### src/rtl/peripheral_mpram_ahb3_slave.sv
// peripheral_mpram_ahb3_slave: AHB3-Lite slave driving a 1R1W byte-enabled RAM; define MPRAM_AHB3_BYPASS_EN for zero-wait collision reads
module peripheral_mpram_ahb3_slave #(
  parameter int HADDR_SIZE = 32,
  parameter int HDATA_SIZE = 32,
  parameter int ABITS      = 10
) (
  input  logic                    clk_i,
  input  logic                    rst_i,
  input  logic                    hsel_i,
  input  logic [HADDR_SIZE-1:0]   haddr_i,
  input  logic [HDATA_SIZE-1:0]   hwdata_i,
  output logic [HDATA_SIZE-1:0]   hrdata_o,
  input  logic                    hwrite_i,
  input  logic [2:0]              hsize_i,
  input  logic [2:0]              hburst_i,
  input  logic [3:0]              hprot_i,
  input  logic [1:0]              htrans_i,
  input  logic                    hmastlock_i,
  input  logic                    hready_i,
  output logic                    hreadyout_o,
  output logic                    hresp_o,
  output logic [ABITS-1:0]        mem_waddr_o,
  output logic [HDATA_SIZE-1:0]   mem_din_o,
  output logic                    mem_we_o,
  output logic [HDATA_SIZE/8-1:0] mem_be_o,
  output logic [ABITS-1:0]        mem_raddr_o,
  input  logic [HDATA_SIZE-1:0]   mem_dout_i
);
  localparam int NB = HDATA_SIZE / 8;
  localparam int B  = $clog2(NB);
`ifdef MPRAM_AHB3_BYPASS_EN
  localparam bit BYP = 1'b1;
`else
  localparam bit BYP = 1'b0;
`endif
  typedef enum logic [2:0] {IDLE, WRITE, READ, RSTALL, ERR1, ERR2} state_t;
  state_t state, state_nxt;
  logic [ABITS-1:0] addr, waddr_q, raddr_q;
  logic [NB-1:0] be, be_q;
  logic [B-1:0] off;
  logic [HDATA_SIZE-1:0] rdata;
  logic take, bad, rd_acc, coll, unused;
  assign unused = ^{hburst_i, hprot_i, hmastlock_i, haddr_i};
  assign addr = haddr_i[ABITS+B-1:B];
  assign take = hsel_i & hready_i & htrans_i[1] & hreadyout_o;
  assign bad = hsize_i > 3'(B);
  assign rd_acc = take & ~hwrite_i & ~bad;
  assign coll = state == WRITE && addr == waddr_q;
  // naturally aligned lane mask: low address bits below the size boundary are dropped
  always_comb begin
    off = haddr_i[B-1:0] & ~B'((1 << hsize_i) - 1);
    be = NB'((1 << (1 << hsize_i)) - 1) << off;
  end
  // next state is decided by the accepted transfer; the two stall states advance on their own
  always_comb begin
    state_nxt = IDLE;
    if (state == ERR1) state_nxt = ERR2;
    else if (state == RSTALL) state_nxt = READ;
    else if (take) state_nxt = bad ? ERR1 : hwrite_i ? WRITE : (coll && !BYP) ? RSTALL : READ;
  end
  // state and address-phase registers
  always_ff @(posedge clk_i or posedge rst_i) begin
    if (rst_i) begin
      state <= IDLE;
      waddr_q <= '0;
      be_q <= '0;
      raddr_q <= '0;
    end else begin
      state <= state_nxt;
      if (take) waddr_q <= addr;
      if (take) be_q <= be;
      if (rd_acc) raddr_q <= addr;
    end
  end
`ifdef MPRAM_AHB3_BYPASS_EN
  logic [HDATA_SIZE-1:0] wdata_q;
  logic [NB-1:0] wbe_q;
  logic byp_q;
  // capture the write that a colliding read must see, since the RAM returns old data
  always_ff @(posedge clk_i or posedge rst_i) begin
    if (rst_i) begin
      wdata_q <= '0;
      wbe_q <= '0;
      byp_q <= 1'b0;
    end else begin
      if (mem_we_o) wdata_q <= hwdata_i;
      if (mem_we_o) wbe_q <= be_q;
      byp_q <= rd_acc & coll;
    end
  end
  // overlay the freshly written lanes on the stale RAM word
  always_comb begin
    rdata = mem_dout_i;
    for (int i = 0; i < NB; i++) if (byp_q && wbe_q[i]) rdata[8*i +: 8] = wdata_q[8*i +: 8];
  end
`else
  assign rdata = mem_dout_i;
`endif
  assign hreadyout_o = !(state == ERR1 || state == RSTALL);
  assign hresp_o = state == ERR1 || state == ERR2;
  assign hrdata_o = state == READ ? rdata : '0;
  assign mem_we_o = state == WRITE;
  assign mem_be_o = mem_we_o ? be_q : '0;
  assign mem_waddr_o = waddr_q;
  assign mem_din_o = hwdata_i;
  assign mem_raddr_o = rd_acc ? addr : raddr_q;
endmodule

### config.mk
export PLATFORM = sky130hd
export DESIGN_NAME = peripheral_mpram_ahb3_slave
export DESIGN_NICKNAME = d
export VERILOG_FILES = /design/src/rtl/peripheral_mpram_ahb3_slave.sv
export SDC_FILE = /design/constraint.sdc
export NUM_CORES = 1
export LEC_CHECK = 0
export CAP_MARGIN = 20
export CORE_MARGIN = 10
export CORE_UTILIZATION = 25
export DETAILED_ROUTE_END_ITERATION = 10
export PLACE_DENSITY_LB_ADDON = 0.15
export SETUP_SLACK_MARGIN = 0.4
export SYNTH_ARGS = -nofsm -noshare
export SYNTH_HDL_FRONTEND = slang
export SYNTH_SLANG_ARGS = --single-unit
### constraint.sdc
create_clock -name clk_i -period 4.78 [get_ports clk_i]
set_clock_uncertainty 0.15 [all_clocks]
set_input_delay 0.956 -clock clk_i [delete_from_list [all_inputs] [get_ports clk_i]]
set_output_delay 0.956 -clock clk_i [all_outputs]
set_load 0.005 [all_outputs]
==> run_results.csv <==
group,metric,value,unit
power_and_ir_drop,ir_worst_vdd,0.231,mV
routing,wirelength,5490,um
die,die_w,103,um
yosys,synth_flop_cell,"dfrtp_1",
yosys,ys_seq_area_share,39.0,%
yosys,synth_top_cell_by_area,"dfrtp_1",
die,coreArea,6760,um2
yosys,ys_warn_count,0,
placement,dp_hpwl,4600,um
power_and_ir_drop,leakage,1.09,nW
worst_setup_path,cp-start-kind,"input port",
global_routing,grt_pass1_vias,1378,
routing,vias_per_cell,4.23,
clock_network,clkSlewWorstSetupHoldPaths,0.10,ns
routing,vias,1375,
final_layout,design_area,2760,um2
sta,setup_violations,0,
worst_setup_path,critical_path_class,"input port to output port",
global_routing,antenna_found_initial,0,
routing,drc,0,
yosys,ys_top_cells_by_area,"dfrtp_1 (39%), buf_4 (14%), and2_1 (13%)",
worst_setup_path,arrival,2.90,ns
final_layout,area_growth,59.7,%
yosys,ys_types,28,
routing,ant_nets,0,
die,die_h,103,um
global_routing,grt_use_met2,14.9,%
clock_network,numCtsBuffers,3,
sta,max_slew_margin,58.1,%
global_routing,grt_busiest_layer,"met2",
final_layout,antenna_cells,0,
die,num_rows,30,
sta,slew_viol_final,0,
yosys,synthCells,165,
routing,dr.pass1.iters,3,
worst_setup_path,cp.required,3.67,ns
clock_network,cts.sinks,27,
yosys,synth_seq_cells,27,
global_routing,grt_pass1_wl,7680,um
sta,grt_setup_unrepaired,"no",
clock_network,post_cts_buffers,0,
worst_setup_path,cp_max_fo,10,
placement,io_buffers,111,
global_routing,track_usage,9.31,%
final_layout,drive_above_1_share,11.8,%
yosys,synth_area,1730,um2
placement,gp_congestion,0.724,
sta,period_share,83.7,%
die,start_util,25.6,%
yosys,synth_nets,279,
final_layout,finalNetCount,360,
outcome,outcome,"finished clean",
clock_network,cts_tree,"built",
clock_network,clock_tree.buffer_depth,2,
final_layout,multi_input_area,777,um2
die,ios,205,
clock_network,ctsResizeCount,0,
routing,wl_per_cell,16.9,um
job,cap_violations,0,
global_routing,grt_max_degree,33,
clock_network,root_buffer,"clkbuf_8",
sta,tightest_slew,0.627,ns
yosys,yosysMostFrequentCell,"and2_1",
clock_network,cts_hold_buf,0,
worst_setup_path,end_kind,"output port",
die,die_area,10600,um2
final_layout,nFillCells,679,
yosys,postSynthAreaPerCell,10.5,um2
hold_path,hp-class,"flop to flop",
sta,hold_violations,0,
yosys,ys_top_cells_by_count,"and2_1 (37), buf_4 (32), dfrtp_1 (27)",
yosys,synth_edf_count,0,
sta,finalSetupTns,0,ns
clock_network,h-tree-depth,1,
global_routing,met1_usage,10.4,%
yosys,async_flop_share,100,%
sta,min_period,4.00,ns
sta,max_freq,250,MHz
final_layout,regArea,676,um2
placement,placed_area,2720,um2
global_routing,overflow,0,
power_and_ir_drop,powerDensity,350,nW/um2
global_routing,grt.met3_usage,5.85,%
clock_network,clk_latency,0.27,ns
routing,drt_iter0_drc,46,
yosys,synth_top_area_share,39.0,%
area by class of cell:
type,count,share of cell area (%)
clock buffer,4,1.63
inverter,3,0.408
multi-input combinational,97,28.1
sequential,27,24.5
tap,80,3.62
timing repair buffer,114,41.8
state kept, by name, summed over array words and instances (netlist names):
signal,count
be_q,4
raddr_q,10
mem_waddr_o,10
state,3
metal layers:
layer	vias to the layer above	part of all wire, %
met4	0	0.44
met1	601	40
met5	-	0
met2	103	44
met3	4	16
li1	667	-
power breakdown:
part | leakage [nW] | switching (mW) | total, mW | internal, mW
Clock | 0.0228 | 0.0711 | 0.131 | 0.0597
Combinational | 0.743 | 0.145 | 0.470 | 0.325
Sequential | 0.324 | 0.0532 | 0.366 | 0.312
Total | 1.09 | 0.269 | 0.966 | 0.697
path summary, 6_finish.rpt:
kind	startpoint	to	slack (ns)	cells past startpoint
worst max-delay path	htrans_i[1]	mem_raddr_o[2]	0.78	6
worst min-delay path	be_q[0]	be_q[0]	0.34	1
worst max register to register	state[1]	raddr_q[0]	2.87	4
worst min register to register	be_q[0]	be_q[0]	0.34	1
max in group asynchronous	rst_i	raddr_q[0]	3.14	3
min in group asynchronous	rst_i	raddr_q[7]	0.87	2
per-stage QoR:
stage / total power [mW] / instances / setup WS (ns) / hold slack, ns / utilization [%]
floorplan: 0.577 / 165 / 1.77 / 0.306 / -
global placement: 0.847 / 320 / 0.748 / 0.321 / 39.8
detailed placement: 0.850 / 321 / 0.764 / 0.327 / 40.2
CTS: 0.988 / 325 / 0.756 / 0.350 / 40.9
global route: 1.04 / 325 / 0.685 / 0.364 / 40.9
finish: 0.966 / 325 / 0.779 / 0.344 / 40.9
critical path, cell delays in order:
cell	delay [ns]
clkdlybuf4s50_1	0.45
and3_1	0.17
and3_4	0.20
and3_4	0.33
mux2_4	0.33
clkdlybuf4s50_1	0.46
layout by cell type, fill, tap and decap left out:
cell             synthesis  layout
clkdlybuf4s50_1          0     111
and2_1                  37      37
dfrtp_1                 27      27
mux2_2                  10      10
mux2_4                  10      10
xnor2_1                 10      10
nor2_1                   4       4
o21ai_0                  4       4
a31oi_1                  3       3
inv_1                    3       3
clkbuf_8                 0       3
and3_4                   2       2
nor2b_1                  2       2
nand4_1                  2       2
buf_4                   32       2
nand3b_1                 1       1
or3b_1                   1       1
and3_1                   1       1
nand2b_1                 1       1
nor3b_2                  0       1
a21oi_1                  1       1
nand2_1                  1       1
nor3b_1                  2       1
nand3_1                  1       1
o31a_1                   1       1
o211ai_1                 1       1
o21a_1                   1       1
o21bai_1                 1       1
clkbuf_1                 4       1
buf_16                   0       1
cell families after synthesis:
kind of cell	share of synthesized area, %
AND/OR/NAND/NOR	20.0
multiplexers	15.2
buffers and inverters	16.3
XOR/XNOR	5.06
flip-flops	39.0
AO/OA/AOI/OAI	4.34
No activity file was read; power rests on OpenSTA's default activity.
